==> src/rtl/spare_alloc_sequencer_pkg.sv <==
// Shared constants, candidate tables and FSM encoding for the spare allocation
// sequencer and its combinational helpers.
package spare_alloc_sequencer_pkg;

  localparam logic [1:0] STRUCT1 = 2'd1;
  localparam logic [1:0] STRUCT2 = 2'd2;
  localparam logic [1:0] STRUCT3 = 2'd3;

  localparam logic [7:0] DSSS_FIRST = 8'h0F;
  localparam logic [7:0] DSSS_LAST  = 8'hF0;

  // RLSS candidates in search order; entry 0 is tried first
  localparam logic [5:0][3:0] RLSS_SEQ = {4'hC, 4'hA, 4'h9, 4'h6, 4'h5, 4'h3};
  localparam logic [2:0] RLSS_LAST_IDX = 3'd5;

  localparam logic [8:0] MAX_ATTEMPTS = 9'd420;

  typedef enum logic [2:0] {
    ST_IDLE  = 3'd0,
    ST_ISSUE = 3'd1,
    ST_WAIT  = 3'd2,
    ST_EVAL  = 3'd3,
    ST_FIN   = 3'd4
  } state_e;

  function automatic logic [3:0] rlss_at(input logic [2:0] idx);
    logic [3:0] val;
    val = 4'h0;
    for (int i = 0; i < 6; i++) begin
      if (idx == 3'(i)) val = RLSS_SEQ[i];
    end
    return val;
  endfunction

endpackage

==> src/rtl/spare_alloc_sequencer_dsss_comb_next.sv <==
// Combinational successor of a byte: the next larger value with the same
// number of set bits (used to walk the four-ones DSSS space in order).
module dsss_comb_next
(
  input  logic [7:0] cur,
  output logic [7:0] nxt
);

  logic [3:0] tz;
  logic [7:0] fill;
  logic [7:0] carry;
  logic [7:0] tail;

  // Fill the trailing zeros, ripple the lowest run upward, then re-pack the
  // leftover ones at the bottom of the byte.
  always_comb begin
    tz = 4'd8;
    for (int i = 7; i >= 0; i--) begin
      if (cur[i]) tz = 4'(i);
    end
    fill  = cur | (cur - 8'd1);
    carry = fill + 8'd1;
    tail  = ((~fill & carry) - 8'd1) >> (tz + 4'd1);
    nxt   = carry | tail;
  end

endmodule

==> src/rtl/spare_alloc_sequencer.sv <==
// Walks every DSSS/RLSS spare candidate through an external validity checker
// and reports the first candidate the checker accepts.
module spare_alloc_sequencer
#(
  parameter int CHK_LAT = 1
)
(
  input  logic       clk,
  input  logic       rst,
  input  logic       start,
  input  logic [1:0] spare_struct,
  input  logic       chk_valid,
  output logic [7:0] dsss,
  output logic [3:0] rlss,
  output logic [1:0] struct_sel,
  output logic       cand_valid,
  output logic       busy,
  output logic       done,
  output logic       found,
  output logic       err,
  output logic [7:0] sol_dsss,
  output logic [3:0] sol_rlss,
  output logic [8:0] attempts
);

  import spare_alloc_sequencer_pkg::*;

  localparam int WCW = (CHK_LAT > 1) ? $clog2(CHK_LAT) : 1;
  localparam logic [WCW-1:0] LAT_LAST = WCW'(CHK_LAT - 1);

  state_e         state_q, state_d;
  logic [1:0]     struct_sel_q, struct_sel_d;
  logic [7:0]     dsss_q, dsss_d;
  logic [3:0]     rlss_q, rlss_d;
  logic [2:0]     rlss_idx_q, rlss_idx_d;
  logic [8:0]     attempts_q, attempts_d;
  logic           found_q, found_d;
  logic           err_q, err_d;
  logic [7:0]     sol_dsss_q, sol_dsss_d;
  logic [3:0]     sol_rlss_q, sol_rlss_d;
  logic [WCW-1:0] wait_cnt_q, wait_cnt_d;
  logic [7:0]     dsss_next;
  logic           last_cand;

  dsss_comb_next u_dsss_next (
    .cur (dsss_q),
    .nxt (dsss_next)
  );

  assign last_cand = (dsss_q == DSSS_LAST) && (rlss_idx_q == RLSS_LAST_IDX);

  always_comb begin
    state_d      = state_q;
    struct_sel_d = struct_sel_q;
    dsss_d       = dsss_q;
    rlss_d       = rlss_q;
    rlss_idx_d   = rlss_idx_q;
    attempts_d   = attempts_q;
    found_d      = found_q;
    err_d        = err_q;
    sol_dsss_d   = sol_dsss_q;
    sol_rlss_d   = sol_rlss_q;
    wait_cnt_d   = wait_cnt_q;
    unique case (state_q)
      ST_IDLE: begin
        if (start) begin
          attempts_d = 9'd0;
          found_d    = 1'b0;
          if (spare_struct != 2'd0) begin
            struct_sel_d = spare_struct;
            dsss_d       = DSSS_FIRST;
            rlss_idx_d   = 3'd0;
            rlss_d       = rlss_at(3'd0);
            err_d        = 1'b0;
            state_d      = ST_ISSUE;
          end else begin
            err_d   = 1'b1;
            state_d = ST_FIN;
          end
        end
      end
      ST_ISSUE: begin
        wait_cnt_d = '0;
        state_d    = ST_WAIT;
      end
      ST_WAIT: begin
        if (wait_cnt_q == LAT_LAST) state_d = ST_EVAL;
        else wait_cnt_d = wait_cnt_q + 1'b1;
      end
      // First accepted candidate wins; otherwise RLSS is the inner loop
      ST_EVAL: begin
        attempts_d = attempts_q + 9'd1;
        if (chk_valid) begin
          sol_dsss_d = dsss_q;
          sol_rlss_d = rlss_q;
          found_d    = 1'b1;
          state_d    = ST_FIN;
        end else if (last_cand) begin
          found_d = 1'b0;
          state_d = ST_FIN;
        end else begin
          if (rlss_idx_q == RLSS_LAST_IDX) begin
            rlss_idx_d = 3'd0;
            dsss_d     = dsss_next;
          end else begin
            rlss_idx_d = rlss_idx_q + 3'd1;
          end
          rlss_d  = rlss_at(rlss_idx_d);
          state_d = ST_ISSUE;
        end
      end
      ST_FIN:  state_d = ST_IDLE;
      default: state_d = ST_IDLE;
    endcase
  end

  always_ff @(posedge clk or posedge rst) begin
    if (rst) begin
      state_q      <= ST_IDLE;
      struct_sel_q <= 2'd0;
      dsss_q       <= 8'h00;
      rlss_q       <= 4'h0;
      rlss_idx_q   <= 3'd0;
      attempts_q   <= 9'd0;
      found_q      <= 1'b0;
      err_q        <= 1'b0;
      sol_dsss_q   <= 8'h00;
      sol_rlss_q   <= 4'h0;
      wait_cnt_q   <= '0;
    end else begin
      state_q      <= state_d;
      struct_sel_q <= struct_sel_d;
      dsss_q       <= dsss_d;
      rlss_q       <= rlss_d;
      rlss_idx_q   <= rlss_idx_d;
      attempts_q   <= attempts_d;
      found_q      <= found_d;
      err_q        <= err_d;
      sol_dsss_q   <= sol_dsss_d;
      sol_rlss_q   <= sol_rlss_d;
      wait_cnt_q   <= wait_cnt_d;
    end
  end

  assign dsss       = dsss_q;
  assign rlss       = rlss_q;
  assign struct_sel = struct_sel_q;
  assign cand_valid = (state_q == ST_ISSUE);
  assign busy       = (state_q != ST_IDLE);
  assign done       = (state_q == ST_FIN);
  assign found      = found_q;
  assign err        = err_q;
  assign sol_dsss   = sol_dsss_q;
  assign sol_rlss   = sol_rlss_q;
  assign attempts   = attempts_q;

endmodule
==> config.mk <==
export PLATFORM = sky130hd
export DESIGN_NAME = spare_alloc_sequencer
export DESIGN_NICKNAME = d
export VERILOG_FILES = /design/src/rtl/spare_alloc_sequencer_pkg.sv /design/src/rtl/spare_alloc_sequencer_dsss_comb_next.sv /design/src/rtl/spare_alloc_sequencer.sv
export SDC_FILE = /design/constraint.sdc
export NUM_CORES = 1
export LEC_CHECK = 0
export BUFFER_PORTS_ARGS = -buffer_cell sky130_fd_sc_hd__buf_4
export CAP_MARGIN = 15
export CORE_AREA = 4 4 77 79
export CTS_CLUSTER_DIAMETER = 120
export DETAILED_ROUTE_END_ITERATION = 10
export DIE_AREA = 0 0 81 83
export PLACE_DENSITY = 0.74
export SKIP_LAST_GASP = 1
export SLEW_MARGIN = 10
export SYNTH_ARGS = -nofsm -noshare
export SYNTH_HDL_FRONTEND = slang
export SYNTH_SLANG_ARGS = --single-unit
==> constraint.sdc <==
create_clock -name clk -period 3 [get_ports clk]
set_input_delay 0.3 -clock clk [delete_from_list [all_inputs] [get_ports clk]]
set_output_delay 0.3 -clock clk [all_outputs]
set_load 0.05 [all_outputs]
After elaboration in Yosys (flattened, before gate mapping)
Index checks and enable logic that the tools add are counted.
{"block": "totals", "mem_bits_rw": 0, "register_bits": 44, "latchBits": 0, "out_inout_bits": 40, "mem_count": 0, "wordCells": 105, "mem_bits_ro": 0}
{"block": "classes", "shift": 1, "n_lt_le_gt_ge": 0, "div_mod_pow": 0, "n_mul": 0, "n_mux": 49, "eq_ne": 18, "bitwise": 4, "reduce_logical": 15, "add_sub_neg": 7}
{"op": "$mux W4", "n": 17}
{"op": "$mux W8", "n": 5}
{"op": "$mux W3", "n": 13}
{"op": "$pmux W9 S2", "n": 1}
{"op": "$or A8 B8 Y8", "n": 2}
{"op": "$pmux W8 S2", "n": 1}
{"op": "$sub A8 B1 Y8 const B", "n": 2}
{"op": "$eq A3 B2 Y1 const B", "n": 4}
{"op": "$eq A3 B3 Y1 const B", "n": 4}
{"op": "$ne A2 B2 Y1 const B", "n": 6}
{"op": "$pmux W3 S4", "n": 1}
{"op": "$add A9 B1 Y9 const B", "n": 1}
{"op": "$mux W9", "n": 1}
{"op": "$add A8 B1 Y8 const B", "n": 1}
{"op": "$and A8 B8 Y8", "n": 1}
{"op": "$eq A8 B8 Y1 const B", "n": 1}
{"op": "$not A8 Y8", "n": 1}
{"op": "$pmux W4 S2", "n": 1}
{"op": "$reduce_and A2 Y1", "n": 4}
{"op": "$shr A8 B4 Y8", "n": 1}
{"op": "$eq A3 B1 Y1 const B", "n": 2}
{"op": "$logic_not A3 Y1", "n": 2}
{"op": "$pmux W3 S2", "n": 1}
{"op": "$reduce_and A3 Y1", "n": 2}
{"op": "other kinds (12)", "n": 19}

Longest topological paths before layout
Gate-level depths: netlist of run 1.
{"block": "logic_depth", "depth_word": 15, "depth_mapped": 12}

By module
Synthesis of run 1 repeated with hierarchy kept, for this count alone.
{"block": "unflattened", "cells_unflattened": 306, "area_unflattened_um2": 2836.5}
{"mod": "spare_alloc_sequencer", "area_each_um2": 1954.4, "seq_area_each_um2": 1076.0, "n_inst": 1, "cells_per_inst": 184}
{"mod": "dsss_comb_next", "area_each_um2": 882.1, "seq_area_each_um2": 0.0, "n_inst": 1, "cells_per_inst": 122}

Least setup slack after synthesis of run 1
Ideal clock, no wire load.
{"block": "synth_timing", "path_kind": "flip-flop to flip-flop", "startpoint": "register dsss_q[1], in the netlist dsss[1]", "endpoint": "register dsss_q[5], in the netlist dsss[5]", "path_buffers": 2, "t_arrival_ps": 3546, "synth_period_minus_slack_ps": 3633, "setup_time_ps": 87, "path_slack_ps": -633, "path_stages_with_launch": 13, "cell_sequence": "dfrtp_1 > clkbuf_1 > inv_1 > o21ai_0 > inv_1 > ha_1 > buf_6 > or3_4 > or4_4 > xor2_1 > or3_1 > a211o_1 > o211ai_1"}
{"block": "synth_via", "elab_chain_cells": 11, "elab_cells_between_ends": 19}
{"element": "start: declaration", "line": "spare_alloc_sequencer.sv:33", "source": "logic [7:0] dsss_q, dsss_d;"}
{"element": "start signal: assignment", "line": "spare_alloc_sequencer.sv:133", "source": "dsss_q <= dsss_d;"}
{"element": "$sub A8 B1 Y8", "line": "spare_alloc_sequencer_dsss_comb_next.sv:21", "source": "fill = cur | (cur - 8'd1);"}
{"element": "$or A8 B8 Y8", "line": "spare_alloc_sequencer_dsss_comb_next.sv:21"}
{"element": "$add A8 B1 Y8 / $not A8 Y8 (equally long branches)", "line": "spare_alloc_sequencer_dsss_comb_next.sv:22, spare_alloc_sequencer_dsss_comb_next.sv:23"}
{"element": "$and A8 B8 Y8", "line": "spare_alloc_sequencer_dsss_comb_next.sv:23", "source": "tail = ((~fill & carry) - 8'd1) >> (tz + 4'd1);"}
{"element": "$sub A8 B1 Y8", "line": "spare_alloc_sequencer_dsss_comb_next.sv:23"}
{"element": "$shr A8 B4 Y8", "line": "spare_alloc_sequencer_dsss_comb_next.sv:23"}
{"element": "$or A8 B8 Y8", "line": "spare_alloc_sequencer_dsss_comb_next.sv:24", "source": "nxt = carry | tail;"}
{"element": "$mux W8", "line": "spare_alloc_sequencer.sv:102", "source": "if (rlss_idx_q == RLSS_LAST_IDX) begin"}
{"element": "$mux W8", "line": "spare_alloc_sequencer.sv:98", "source": "end else if (last_cand) begin"}
{"element": "$mux W8", "line": "spare_alloc_sequencer.sv:93", "source": "if (chk_valid) begin"}
{"element": "$pmux W8 S2", "line": "spare_alloc_sequencer.sv:64", "source": "unique case (state_q)"}
Several ways; a longest one is shown, not always the timed one. The select of a mux whose other input is x is not followed.
A chain may end at the register's enable or synchronous reset.

Final worst setup path of run 1
{"block": "layout_timing", "startpoint": "register dsss_q[3], in the netlist dsss[3]", "endpoint": "register dsss_q[6], in the netlist dsss[6]"}
{"block": "layout_via", "elab_chain_cells": 11, "elab_cells_between_ends": 21}
{"element": "$sub A8 B1 Y8 / $mux W4 (equally long branches)", "line": "spare_alloc_sequencer_dsss_comb_next.sv:21, spare_alloc_sequencer_dsss_comb_next.sv:19"}
{"element": "$or A8 B8 Y8 / $mux W4 (equally long branches)", "line": "spare_alloc_sequencer_dsss_comb_next.sv:21, spare_alloc_sequencer_dsss_comb_next.sv:19"}
{"element": "$add A8 B1 Y8 (tied with other cells)", "line": "spare_alloc_sequencer_dsss_comb_next.sv:22", "source": "carry = fill + 8'd1;"}
{"element": "$and A8 B8 Y8 / $mux W4 (equally long branches)", "line": "spare_alloc_sequencer_dsss_comb_next.sv:23, spare_alloc_sequencer_dsss_comb_next.sv:19"}
{"element": "$sub A8 B1 Y8 / $add A4 B1 Y4 (equally long branches)", "line": "spare_alloc_sequencer_dsss_comb_next.sv:23"}
{"element": "$shr A8 B4 Y8", "line": "spare_alloc_sequencer_dsss_comb_next.sv:23"}
{"element": "$or A8 B8 Y8", "line": "spare_alloc_sequencer_dsss_comb_next.sv:24"}
{"element": "$mux W8", "line": "spare_alloc_sequencer.sv:102"}
{"element": "$mux W8", "line": "spare_alloc_sequencer.sv:98"}
{"element": "$mux W8", "line": "spare_alloc_sequencer.sv:93"}
{"element": "$pmux W8 S2", "line": "spare_alloc_sequencer.sv:64"}
Several ways; a longest one is shown, not always the timed one. The select of a mux whose other input is x is not followed.

==> run summary, run 1 <==
The number of antenna violations at the first check in global routing is 0. The design internal power is 1990 uW. In the routed design, unresolved DRC markers number 0.

Sequential cells burn 24.1% of the power. The latest clock arrival within the worst-skew pair came out at 0.30 ns. The count of buffers inserted at the top-level ports is 45. The wire length of the first global-routing pass came out at 11,100 um.

Once detailed placement completed, the half-perimeter wirelength came to 4910 um. Counting stages on the worst path, the most repeated cell is sky130_fd_sc_hd__or4_4. In this run the cell area measured after placement is 3180 um^2. After detailed routing, the total wire length is 6700 um. The number of nets in the finished design is 369. The area share of xor/xnor cells in the synthesized design is 3.07%. The period utilization came out at 105%.

The final number of max-transition violations came out at 0. The number of flip-flops and latches in the synthesized netlist came out at 43. The number of endpoints failing setup at the final stage is 7. The simple-gate share of the synthesized area is 20.2%. Summing the areas of all fa, ha and maj instances in the mapped netlist gives 3.89% of the synthesized area. The number of maximum-capacitance constraint violations is 0. The share of cells above drive strength 1 came out at 34.3%.

The slowest stage cell on the critical path is sky130_fd_sc_hd__or4_4. The die extent in x is 81 um. The combined buffer and inverter count along the critical path is 1. No sink is reached through more buffers than the 2 on the longest clock path. The library cell used most frequently in the layout, excluding fill and tap cells, is sky130_fd_sc_hd__buf_4. The worst path in the final design needs a cycle of 3.15 ns, including I/O delays and setup.

The worst-case register-to-register setup slack came out at -0.15 ns. The distinct cell type count of the synthesized netlist came out at 55. The maximum vdd ir drop came out at 0.000748 V. The remaining global-route overflow is 0.

Each instance of the synthesized netlist takes up on average 9.08 um^2. During I/O placement, the number of pins put on the boundary was 46. The sequential element share of the synthesized area is 41.9%. The multi-input combinational cells in the finished layout cover a total of 1490 um^2. The max-slew headroom at the worst pin came out at 61.0%. The nature of the critical path startpoint is a flop. With fillers left out, the area of the finished cells amounts to 3400 um^2. For this run, the top clock speed supported by timing is 317 MHz.

The area of the placeable core came out at 5340 um^2. The synthesized design spends more area on one cell type than any other, namely sky130_fd_sc_hd__dfrtp_1. The net count of the mapped netlist is 297. The switching portion of total power is 49.5%. Summing the areas of all compound-gate instances in the mapped netlist gives 20.8% of the synthesized area. Yosys mapped a number of flops with a built-in enable equal to 0.

CTS placed an instance of sky130_fd_sc_hd__clkbuf_8 at the clock tree root. Leaving out fill and tap cells, the most frequent cells in the layout are sky130_fd_sc_hd__buf_4 (78), sky130_fd_sc_hd__dfrtp_1 (39), sky130_fd_sc_hd__nand2_1 (34), sky130_fd_sc_hd__o21ai_0 (25), sky130_fd_sc_hd__nor2_1 (19). The final route contains 2,445 vias. The flow ran to the end, but the final reports show violations. The switching power summed over all nets is 1950 uW. Using the TritonRoute via totals, the vias-per-cell ratio works out to 5.71. Grouping stages by cell kind, the critical path spends the most delay in simple AND/OR/NAND/NOR gates. The gate count of the mapped netlist came out at 283. The via count of the first global-routing pass is 2,290. The total count of hold-check failures in the final report came to 0. The smallest setup slack after layout came out at -0.153 ns. Counting the fill cells in the layout gives 462.

The clock-pin slew on the worst setup and hold paths came out at 0.08 ns. After detailed routing, the average wire length per cell comes to 15.7 um. Walking the worst path, the cells encountered are or4_4 > nor2_4 > nor2_2 > ha_2 > or3_4 > or4_4 > xor2_4 > mux2_4 > buf_4 > o31ai_4 > a22o_1. The highest net fanout along the worst path is 3. The Yosys step of the flow raised 0 warnings. The worst-case setup slack after placement came out at -0.148 ns. The summed instance area of the synthesized netlist came out at 2570 um^2.

Hold repair after CTS inserted 0 buffers. For this design the static power due to leakage is 0.00153 uW. Setup repair after global routing could not meet its margin everywhere. The power share of the clock group is 11.8%.

The fraction of synthesized area in multiplexers came out at 6.33%. The CTS buffer count is 5. Measured along the y axis, the die boundary spans 83 um. The share of total power in combinational logic is 64.0%.

The worst setup path is captured at a flop. The clock tree from TritonCTS is done. The critical path class is reg -> reg. The number of clock sinks seen by CTS came out at 43. The number of violations reported at the end of detailed-routing iteration 0 came out at 244. Data arrives at the worst endpoint at 3.39 ns. The largest family of logic cells by synthesized area is compound AO/OA/AOI/OAI gates. 0 antenna diodes ended up in the layout. The path class of the tightest hold or removal check is in -> async.

The first-pass iteration count of the detailed router is 4. The clock tree synthesis step divided the H-tree into 2 levels. The areal power density over the cells is 1160 nW/um^2.

Among all flip-flop cells after synthesis, the most frequent one is sky130_fd_sc_hd__dfrtp_1. The actual transition at the worst max-transition pin is 0.584 ns. The final estimated routing congestion in global placement is 0.912. The remaining antenna violation count is 0. The top cell type's share of synthesized area came out at 41.9%.

The checks that failed: negative setup slack. The area growth from synthesis to layout is 32.3%. At the worst endpoint, the required time is 3.24 ns. Yosys attributes the largest share of cell area to sky130_fd_sc_hd__dfrtp_1 (42%), sky130_fd_sc_hd__o21ai_0 (5.1%), sky130_fd_sc_hd__nand2_1 (5.0%). Once the floorplan was initialized, standard cells occupied 48.1% of the core. After synthesis, the share of flip-flops with an asynchronous set or reset is 100%. The pin count of the biggest net entering global routing came out at 31. The combined flip-flop and latch cell area is 1080 um^2. The count of standard-cell rows came out at 27.

Setup total negative slack on the finished layout was measured at -0.679 ns. The die covers 6720 um^2. Global routing used 20.7% of the available tracks across all layers. In this design, the stage delay of the slowest critical-path cell is 0.55 ns. The final setup skew came out at 0.00647 ns.
## final timing paths
| path | start | endpoint | cells after the start |
|---|---|---|---|
| max in group asynchronous | rst | attempts[6] | 3 |
| min in group clk | spare_struct[1] | err | 2 |
| hold / removal | rst | err | 2 |
| setup / recovery | dsss[3] | dsss[6] | 11 |
| hold reg to reg | attempts[8] | attempts[8] | 1 |
| setup reg to reg | dsss[3] | dsss[6] | 11 |
## power by group through the flow
| stage | sequential (uW) | combinational (uW) | clock, uW |
|---|---|---|---|
| after floorplan | 1460 | 1160 | 0 |
| after global placement | 953 | 2350 | 0 |
| after detailed placement | 956 | 2370 | 0 |
| after CTS | 949 | 2470 | 477 |
| after global routing | 980 | 2700 | 506 |
| final | 952 | 2530 | 467 |
## flip-flops by register name (all words and copies together), names as in the netlist
register and flops:
err 1, rlss_idx_q 3, dsss 8, struct_sel 2, attempts 9, rlss 4, state_q 3, found 1
sol_dsss 8, sol_rlss 4
## per-layer routing
layer  vias up  wire [um]  global-route usage (%)
li1       1177          -                       -
met1      1183       3060                    27.8
met2        68       3190                    33.5
met3        17        292                    4.01
met4         0        159                    6.30
met5         -          0                       0
## stage by stage
| stage | total power, uW | hold WS (ns) | util [%] | instances |
|---|---|---|---|---|
| after floorplan | 2620 | 0.398 | - | 283 |
| after global placement | 3310 | 0.385 | 59.5 | 417 |
| after detailed placement | 3320 | 0.389 | 59.5 | 417 |
| after CTS | 3890 | 0.0632 | 63.0 | 425 |
| after global routing | 4190 | 0.0989 | 63.7 | 428 |
| final | 3940 | 0.0415 | 63.7 | 428 |
## layout make-up
cell class | count | share of cell area, %
clock buffer | 5 | 2.02
sequential | 43 | 31.8
inverter | 11 | 1.21
timing repair buffer | 78 | 17.2
multi-input combinational | 216 | 43.7
tap | 72 | 2.65
clock inverter | 3 | 1.40
## logic make-up after synthesis
group | count (synthesis)
XOR/XNOR | 9
adder cells (fa/ha/maj) | 8
multiplexers | 14
buffers and inverters | 24
AO/OA/AOI/OAI | 79
flip-flops | 43
AND/OR/NAND/NOR | 106
## cells in the mapped netlist (2+ instances only)
cell type	n
sky130_fd_sc_hd__xor2_1	4
sky130_fd_sc_hd__nand2b_1	3
sky130_fd_sc_hd__nand3_1	11
sky130_fd_sc_hd__inv_1	11
sky130_fd_sc_hd__and2_1	2
sky130_fd_sc_hd__or3_1	2
sky130_fd_sc_hd__nor2_1	21
sky130_fd_sc_hd__o31ai_1	4
sky130_fd_sc_hd__o311ai_1	2
sky130_fd_sc_hd__nand2_1	34
sky130_fd_sc_hd__xnor2_1	5
sky130_fd_sc_hd__nor3_1	13
sky130_fd_sc_hd__dfrtp_1	43
sky130_fd_sc_hd__and3_1	2
sky130_fd_sc_hd__nor3b_1	2
sky130_fd_sc_hd__nor2b_1	4
sky130_fd_sc_hd__clkbuf_1	12
sky130_fd_sc_hd__mux2i_1	2
sky130_fd_sc_hd__a21boi_0	2
sky130_fd_sc_hd__mux2_4	2
sky130_fd_sc_hd__o211ai_1	4
sky130_fd_sc_hd__o21ai_0	26
sky130_fd_sc_hd__a31oi_1	3
sky130_fd_sc_hd__mux2_2	10
sky130_fd_sc_hd__a211oi_1	3
sky130_fd_sc_hd__nand4_1	3
sky130_fd_sc_hd__a211o_1	2
sky130_fd_sc_hd__ha_1	8
sky130_fd_sc_hd__or2_2	2
sky130_fd_sc_hd__a21o_1	3
sky130_fd_sc_hd__a22o_1	4
sky130_fd_sc_hd__a21oi_1	11
## repair_timing
item                                    CTS  global route
gates resized for setup                  10             5
setup buffers                             0             3
endpoints found under the hold margin     0             0
pin swaps                                11             4
endpoints found under the setup margin    6             8
gates cloned                              0             0
(Power assumes the default switching activity.)
==> run 2, diff against run 1 <==
--- a/config.mk
+++ b/config.mk
@@ -7,11 +7,12 @@
 export LEC_CHECK = 0
 export BUFFER_PORTS_ARGS = -buffer_cell sky130_fd_sc_hd__buf_4
 export CAP_MARGIN = 15
-export CORE_AREA = 4 4 77 79
+export CORE_AREA = 4 4 73 75
 export CTS_CLUSTER_DIAMETER = 120
 export DETAILED_ROUTE_END_ITERATION = 10
-export DIE_AREA = 0 0 81 83
-export PLACE_DENSITY = 0.74
+export DIE_AREA = 0 0 77 79
+export MAX_ROUTING_LAYER = met4
+export PLACE_DENSITY = 0.78
 export SKIP_LAST_GASP = 1
 export SLEW_MARGIN = 10
 export SYNTH_ARGS = -nofsm -noshare
==> constraint.sdc (replaced) <==
create_clock -name clk -period 3.21 [get_ports clk]
set_input_delay 0.321 -clock clk [delete_from_list [all_inputs] [get_ports clk]]
set_output_delay 0.321 -clock clk [all_outputs]
set_load 0.05 [all_outputs]
==> run summary, run 2 (same netlist as run 1, synthesis figures left out) <==
The run finished, with violations left. The final reports fail on negative setup slack. The area of the placeable core came out at 4660 um^2 (-13%). The max-slew headroom at the worst pin came out at 60.9% (-0.12 points).

The die extent in x was 77 um (-4.9%). In this design, the largest share of critical-path delay is due to simple AND/OR/NAND/NOR gates. The slowest stage cell on the critical path is sky130_fd_sc_hd__or4_4. The final setup skew came out at 0.00520 ns (-0.00126 ns).

The clock-pin slew on the worst setup and hold paths is 0.09 ns (about the same). STA classifies the critical path endpoint as a flop. The standby leakage power is 0.00147 uW (-3.9%). The critical path class is reg -> reg. The remaining global-route overflow is 0 (unchanged). The power share of the clock group is 12.2% (+0.4 points). The number of vias per cell is 6.07 (+6.2%). The data arrival time of the critical path is 3.48 ns (+0.09 ns). The pin count of the biggest net entering global routing came out at 33 (+6.5%).

The number of violations reported at the end of detailed-routing iteration 0 came out at 206 (-16%). The number of vias in the routed layout is 2,421 (-0.98%). The number of design rule violations left after detail routing was 0 (unchanged). The share of total power in combinational logic is 62.5% (-1.5 points). The first-pass iteration count of the detailed router was 4 (unchanged). The number of maximum-capacitance constraint violations came to 0 (unchanged).

The areal power density over the cells came out at 1090 nW/um^2 (-6.1%). The H-tree depth is 2 (unchanged). The wire length after detailed routing came out at 6770 um (+0.94%).

The maximum frequency from static timing analysis is 306 MHz (-3.4%). The latest clock arrival within the worst-skew pair is 0.30 ns (about the same). The number of endpoints failing setup at the final stage came out at 4 (-3). The count of buffers inserted at the top-level ports is 45 (unchanged). The switching power summed over all nets came out at 1800 uW (-7.6%). The smallest setup slack after layout came to -0.0531 ns (+0.0995 ns). The sequential cell fraction of total power came out at 25.3% (+1.2 points).

The final number of max-transition violations was 0 (unchanged). The tightest min-delay check is of the in -> async type. Leaving out fill and tap cells, the most frequent cells in the layout are sky130_fd_sc_hd__buf_4 (67), sky130_fd_sc_hd__dfrtp_1 (39), sky130_fd_sc_hd__nand2_1 (34), sky130_fd_sc_hd__o21ai_0 (25), sky130_fd_sc_hd__nor2_1 (19). The area of the die is 6080 um^2 (-9.5%). The number of placed cells counting well taps came out at 391 (-6.2%). The signal on the critical path passes through buf_4 > nor2_1 > a21oi_1 > nor2_1 > ha_1 > or3_4 > or4_4 > xor2_4 > or3_4 > a21o_1 > a32oi_1. The number of nets in the finished design was 358 (-3.0%). The routed wire length per instance was 17.0 um (+8.3%).

Leaving out fill and tap cells, the most frequent cell in the layout is sky130_fd_sc_hd__buf_4. Compared with the post-synthesis result, the final layout area differs by 27.3%. The switching portion of total power was 50.6% (+1.1 points). The required time reported for the critical path endpoint is 3.43 ns (+0.19 ns).

The area after detailed placement came out at 3100 um^2 (-2.6%). CTS placed an instance of sky130_fd_sc_hd__clkbuf_8 at the clock tree root. The actual transition at the worst max-transition pin was 0.585 ns (+0.00156 ns). The wire length of the first global-routing pass came to 11,300 um (+1.1%). STA classifies the critical path startpoint as a flop. The initial cell density of the core was 55.1% (+7.0 points). The chip height came out at 79 um (-4.8%).

The CTS buffer count is 5 (unchanged). The period utilization came out at 102% (-3.4 points). The number of flip-flops under the largest register name came to 9 (unchanged). The worst-case setup slack after placement is 0.0321 ns (+0.180 ns). The via count of the first global-routing pass was 2,354 (+2.8%).

The number of antenna violations at the first check in global routing came out at 0 (unchanged). The half-perimeter wire length of the detailed placement result is 4950 um (+0.93%). The clock tree from TritonCTS is done. The highest cell delay on the worst timing path came out at 0.55 ns (about the same). The final estimated routing congestion in global placement is 0.992 (+8.8%). The count of placed standard cells in the final layout, fillers left out is 399 (-6.8%). The minimum clock period after layout is 3.26 ns (+0.111 ns). The boundary pin count is 46 (unchanged). The combined global-route utilization of all metal layers is 23.5% (+2.8 points). The highest net fanout along the worst path came out at 11 (+8). The final standard cell area without fillers is 3270 um^2 (-3.8%).

The remaining antenna violation count is 0 (unchanged). The design internal power came to 1760 uW (-12%). The total count of hold-check failures in the final report came out at 0 (unchanged).

The final antenna diode count was 0 (unchanged). The share of cells above drive strength 1 was 31.0% (-3.3 points). Setup repair after global routing could not meet its margin everywhere. The maximum buffer depth of the clock tree came out at 2 (unchanged). The number of clock sinks seen by CTS is 43 (unchanged). The combined buffer and inverter count along the critical path came out at 1 (unchanged). The count of standard-cell rows came out at 25 (-7.4%). The maximum vdd ir drop came out at 0.000655 V (-12%).
run 2: changes by cell type in the layout (fill, tap and decap cells not counted):
| cell | change |
|---|---|
| sky130_fd_sc_hd__o31ai_1 | +1 |
| sky130_fd_sc_hd__buf_4 | -11 |
| sky130_fd_sc_hd__clkinvlp_4 | +1 |
| sky130_fd_sc_hd__nor2b_1 | +1 |
| sky130_fd_sc_hd__ha_1 | +1 |
| sky130_fd_sc_hd__a21oi_1 | +1 |
| sky130_fd_sc_hd__ha_2 | -1 |
| sky130_fd_sc_hd__clkinv_4 | -1 |
| sky130_fd_sc_hd__nor2b_2 | -1 |
| sky130_fd_sc_hd__o31ai_4 | -1 |
| sky130_fd_sc_hd__a21oi_2 | -1 |
run 2: layer usage:
layer  part of all wire (%)  GRT usage, %  routed length [um]
met1                     44          30.4                2970
met3                    5.9          4.31                 397
met2                     48          37.8                3270
met4                    2.0          7.47                 133
met5                      0             -                   0
run 2: what timing repair did:
| action | 4_1_cts | 5_1_grt |
|---|---|---|
| endpoints found under the setup margin | 0 | 8 |
| buffers inserted | 0 | 0 |
| hold buffers | 0 | 0 |
| resized for setup | 0 | 10 |
run 2: power groups by stage:
stage / Clock, uW / Sequential (uW) / Combinational, uW
finish: 434 / 901 / 2230
global route: 469 / 930 / 2380
CTS: 441 / 899 / 2160
detailed placement: 0 / 906 / 2140
global placement: 0 / 901 / 2120
floorplan: 0 / 1370 / 1080
run 2: final timing paths:
kind,cells past startpoint,start,slack (ns),end
worst max-delay path,11,dsss[1],-0.05,dsss[1]
min in group clk,2,spare_struct[1],0.23,err
worst max register to register,11,dsss[1],-0.05,dsss[1]
worst min-delay path,2,rst,0.02,dsss[4]
max in group asynchronous,3,rst,2.43,rlss[2]
worst min register to register,2,struct_sel[1],0.49,struct_sel[1]
run 2: final cells by class:
| cell class | instances | area, um^2 |
|---|---|---|
| Timing Repair Buffer | 67 | 503 |
| Sequential cell | 43 | 1080 |
| Clock buffer | 5 | 68.8 |
| Tap cell | 54 | 67.6 |
| Inverter | 11 | 41.3 |
| Clock inverter | 3 | 46.3 |
| Fill cell | 374 | 1390 |
| Multi-Input combinational cell | 216 | 1460 |
run 2: stage by stage:
step                total power (uW)  util (%)  hold WS, ns  TNS [ns]
floorplan                       2450         -        0.419    -0.842
global route                    3780      70.2       0.0709    -0.699
detailed placement              3050      66.4        0.363         0
CTS                             3500      68.9       0.0412         0
finish                          3560      70.2       0.0228    -0.137
global placement                3020      66.4        0.364         0
==> run 3, diff against run 2 <==
--- a/config.mk
+++ b/config.mk
@@ -7,10 +7,10 @@
 export LEC_CHECK = 0
 export BUFFER_PORTS_ARGS = -buffer_cell sky130_fd_sc_hd__buf_4
 export CAP_MARGIN = 15
-export CORE_AREA = 4 4 73 75
+export CORE_AREA = 2 2 71 73
 export CTS_CLUSTER_DIAMETER = 120
 export DETAILED_ROUTE_END_ITERATION = 10
-export DIE_AREA = 0 0 77 79
+export DIE_AREA = 0 0 73 75
 export MAX_ROUTING_LAYER = met4
 export PLACE_DENSITY = 0.78
 export SKIP_LAST_GASP = 1
==> run summary, run 3 (same netlist as run 1, synthesis figures left out) <==
The run finished, with violations left. The final reports fail on negative setup slack. Setup repair after global routing could not meet its margin everywhere.

Leaving out fill and tap cells, the most frequent cell in the layout is sky130_fd_sc_hd__buf_4. The remaining global-route overflow was 0 (unchanged). The path class of the lowest-slack min-delay path is in -> async.

The worst-case register-to-register setup slack was -0.03 ns (+0.02 ns). The via count of the first global-routing pass is 2,276 (-3.3%). The share of cells above drive strength 1 came out at 31.3% (+0.29 points). The maximum frequency from static timing analysis is 309 MHz (+0.67%). The total count of hold-check failures in the final report was 0 (unchanged).

The standby leakage power is 0.00146 uW (-1.1%). The count of standard-cell rows was 25 (unchanged). The number of antenna violations at the first check in global routing was 0 (unchanged). The number of design rule violations left after detail routing is 0 (unchanged). The final number of max-transition violations is 0 (unchanged).

The number of placed cells counting well taps came out at 390 (-0.26%). The data arrival time of the critical path came out at 3.46 ns (-0.02 ns). The routed wire length per instance came out at 16.7 um (-1.3%).

The wire length of the first global-routing pass was 11,000 um (-2.3%). The latest clock arrival within the worst-skew pair came to 0.31 ns (about the same). The maximum vdd ir drop came out at 0.000574 V (-12%). The worst register-to-register path begins at dsss[2]. The worst-case setup slack after placement is 0.0453 ns (+0.0131 ns). The first-pass iteration count of the detailed router is 5 (+1).

STA classifies the critical path startpoint as a flop. In the layout the commonest cells are sky130_fd_sc_hd__buf_4 (67), sky130_fd_sc_hd__dfrtp_1 (39), sky130_fd_sc_hd__nand2_1 (34), sky130_fd_sc_hd__o21ai_0 (25), sky130_fd_sc_hd__nor2_1 (19). The count of placed standard cells in the final layout, fillers left out is 399 (unchanged). The final antenna diode count came to 0 (unchanged).

The area after detailed placement was 3090 um^2 (-0.24%). The final estimated routing congestion in global placement came to 1.01 (+2.0%). The number of violations reported at the end of detailed-routing iteration 0 is 181 (-12%). The highest cell delay on the worst timing path came out at 0.56 ns (about the same). The hold buffer count at cts came out at 0 (unchanged).

The boundary pin count came to 46 (unchanged). The worst register-to-register path ends at dsss[1]. Among all stages on the critical path, the largest delay is contributed by sky130_fd_sc_hd__or4_4. The cell sitting at the root of the clock tree is a sky130_fd_sc_hd__clkbuf_8. The area growth from synthesis to layout came out at 26.5%. The smallest setup slack after layout was -0.0313 ns (+0.0218 ns).

The final-layout fill cell count came out at 364 (-2.7%). The number of endpoints failing setup at the final stage came to 2 (-2). The wire length after detailed routing was 6680 um (-1.3%). The areal power density over the cells came out at 1080 nW/um^2 (-0.59%). The number of flip-flops under the largest register name came out at 9 (unchanged). The H-tree depth is 2 (unchanged).

The remaining antenna violation count came out at 0 (unchanged). The clock tree from TritonCTS is done. The CTS buffer count is 5 (unchanged).

The area of the placeable core came to 4660 um^2 (unchanged). STA classifies the critical path endpoint as a flop. The combined buffer and inverter count along the critical path is 0 (-1). The chip height is 75 um (-5.1%). The highest net fanout along the worst path came out at 3 (-8). The launching element of the worst setup path is dsss[2].

The period utilization is 101% (-0.68 points). The number of nets in the finished design is 358 (unchanged). The actual transition at the worst max-transition pin is 0.612 ns (+0.0266 ns). The required time reported for the critical path endpoint is 3.43 ns (about the same). The number of vias in the routed layout is 2,460 (+1.6%). The max-slew headroom at the worst pin came out at 59.0% (-1.8 points). Among cell families on the critical path, the largest total delay comes from simple AND/OR/NAND/NOR gates. The final setup skew came out at 0.00766 ns (+0.00246 ns).

The minimum clock period after layout was 3.24 ns (-0.0218 ns). The area of the die is 5480 um^2 (-10%). The pin count of the biggest net entering global routing is 44 (+33%). The initial cell density of the core came out at 55.1% (unchanged). The maximum buffer depth of the clock tree came out at 2 (unchanged).

The combined global-route utilization of all metal layers came to 26.9% (+3.5 points). The clock-pin slew on the worst setup and hold paths came to 0.09 ns (about the same). The number of vias per cell came to 6.17 (+1.6%).

The final standard cell area without fillers is 3250 um^2 (-0.61%). The die extent in x came out at 73 um (-5.2%). The count of buffers inserted at the top-level ports came out at 45 (unchanged). The logic depth of the worst register-to-register path was 10 (-1). The number of maximum-capacitance constraint violations came to 0 (unchanged). The half-perimeter wire length of the detailed placement result is 4830 um (-2.4%).

The critical path class is reg -> reg. The number of clock sinks seen by CTS came to 43 (unchanged). Walking the worst path, the cells encountered are or4_4 > nor2_4 > nor2_2 > ha_2 > or3_4 > or4_4 > xor2_4 > or3_4 > a21o_1 > a32oi_1.
==> run 3: cell count changes in the layout (fill, tap and decap cells not counted), sizes merged <==
cell | before | now
clkbuf | 5 | 6
clkinv | 0 | 1
bufinv | 1 | 0
inv | 12 | 11
==> run 3: layer usage <==
metal | routed length (um) | vias to the layer above | global-route usage [%]
met5 | 0 | - | -
met4 | 130 | 0 | 8.44
met3 | 410 | 14 | 5.22
met2 | 3260 | 95 | 43.1
met1 | 2880 | 1197 | 34.7
li1 | - | 1154 | -
==> run 3: power breakdown <==
group / switching [uW] / total (uW) / internal, uW
clock: 206 / 382 / 176
combinational: 1430 / 2240 / 817
sequential: 171 / 894 / 723
==> run 3: worst reg2reg max path, stage by stage (launching register included) <==
cell	delay (ns)
sky130_fd_sc_hd__dfrtp_2	0.42
sky130_fd_sc_hd__or4_4	0.56
sky130_fd_sc_hd__nor2_4	0.09
sky130_fd_sc_hd__nor2_2	0.05
sky130_fd_sc_hd__ha_2	0.19
sky130_fd_sc_hd__or3_4	0.37
sky130_fd_sc_hd__or4_4	0.55
sky130_fd_sc_hd__xor2_4	0.18
sky130_fd_sc_hd__or3_4	0.40
sky130_fd_sc_hd__a21o_1	0.16
sky130_fd_sc_hd__a32oi_1	0.18
==> run 3: worst max path at each step <==
stage,endpoint,cells after the start
after floorplan,dsss[5],11
after global placement,dsss[1],10
after detailed placement,dsss[1],10
after CTS,dsss[1],10
after global routing,dsss[1],10
final,dsss[1],10
==> run 3: final cells by class <==
type                            count  area [um^2]  share of cell area (%)
Tap cell                           54         67.6                    2.08
Sequential cell                    43         1080                    33.3
Clock inverter                      2         16.3                   0.500
Clock buffer                        6         82.6                    2.54
Timing Repair Buffer               67          503                    15.5
Inverter                           11         41.3                    1.27
Multi-Input combinational cell    216         1460                    44.9
==> run 3: repair_timing <==
action	CTS	global route
endpoints found under the setup margin	0	6
setup buffers	0	1
gates resized for setup	0	10
==> run 3: stage by stage <==
step	setup TNS, ns	power (uW)	util [%]	hold slack (ns)
after floorplan	-0.842	2450	-	0.419
after global placement	0	3020	66.3	0.466
after detailed placement	0	3060	66.3	0.475
after CTS	0	3450	68.4	0.167
after global routing	-0.378	3740	69.7	0.205
final	-0.0482	3520	69.7	0.152
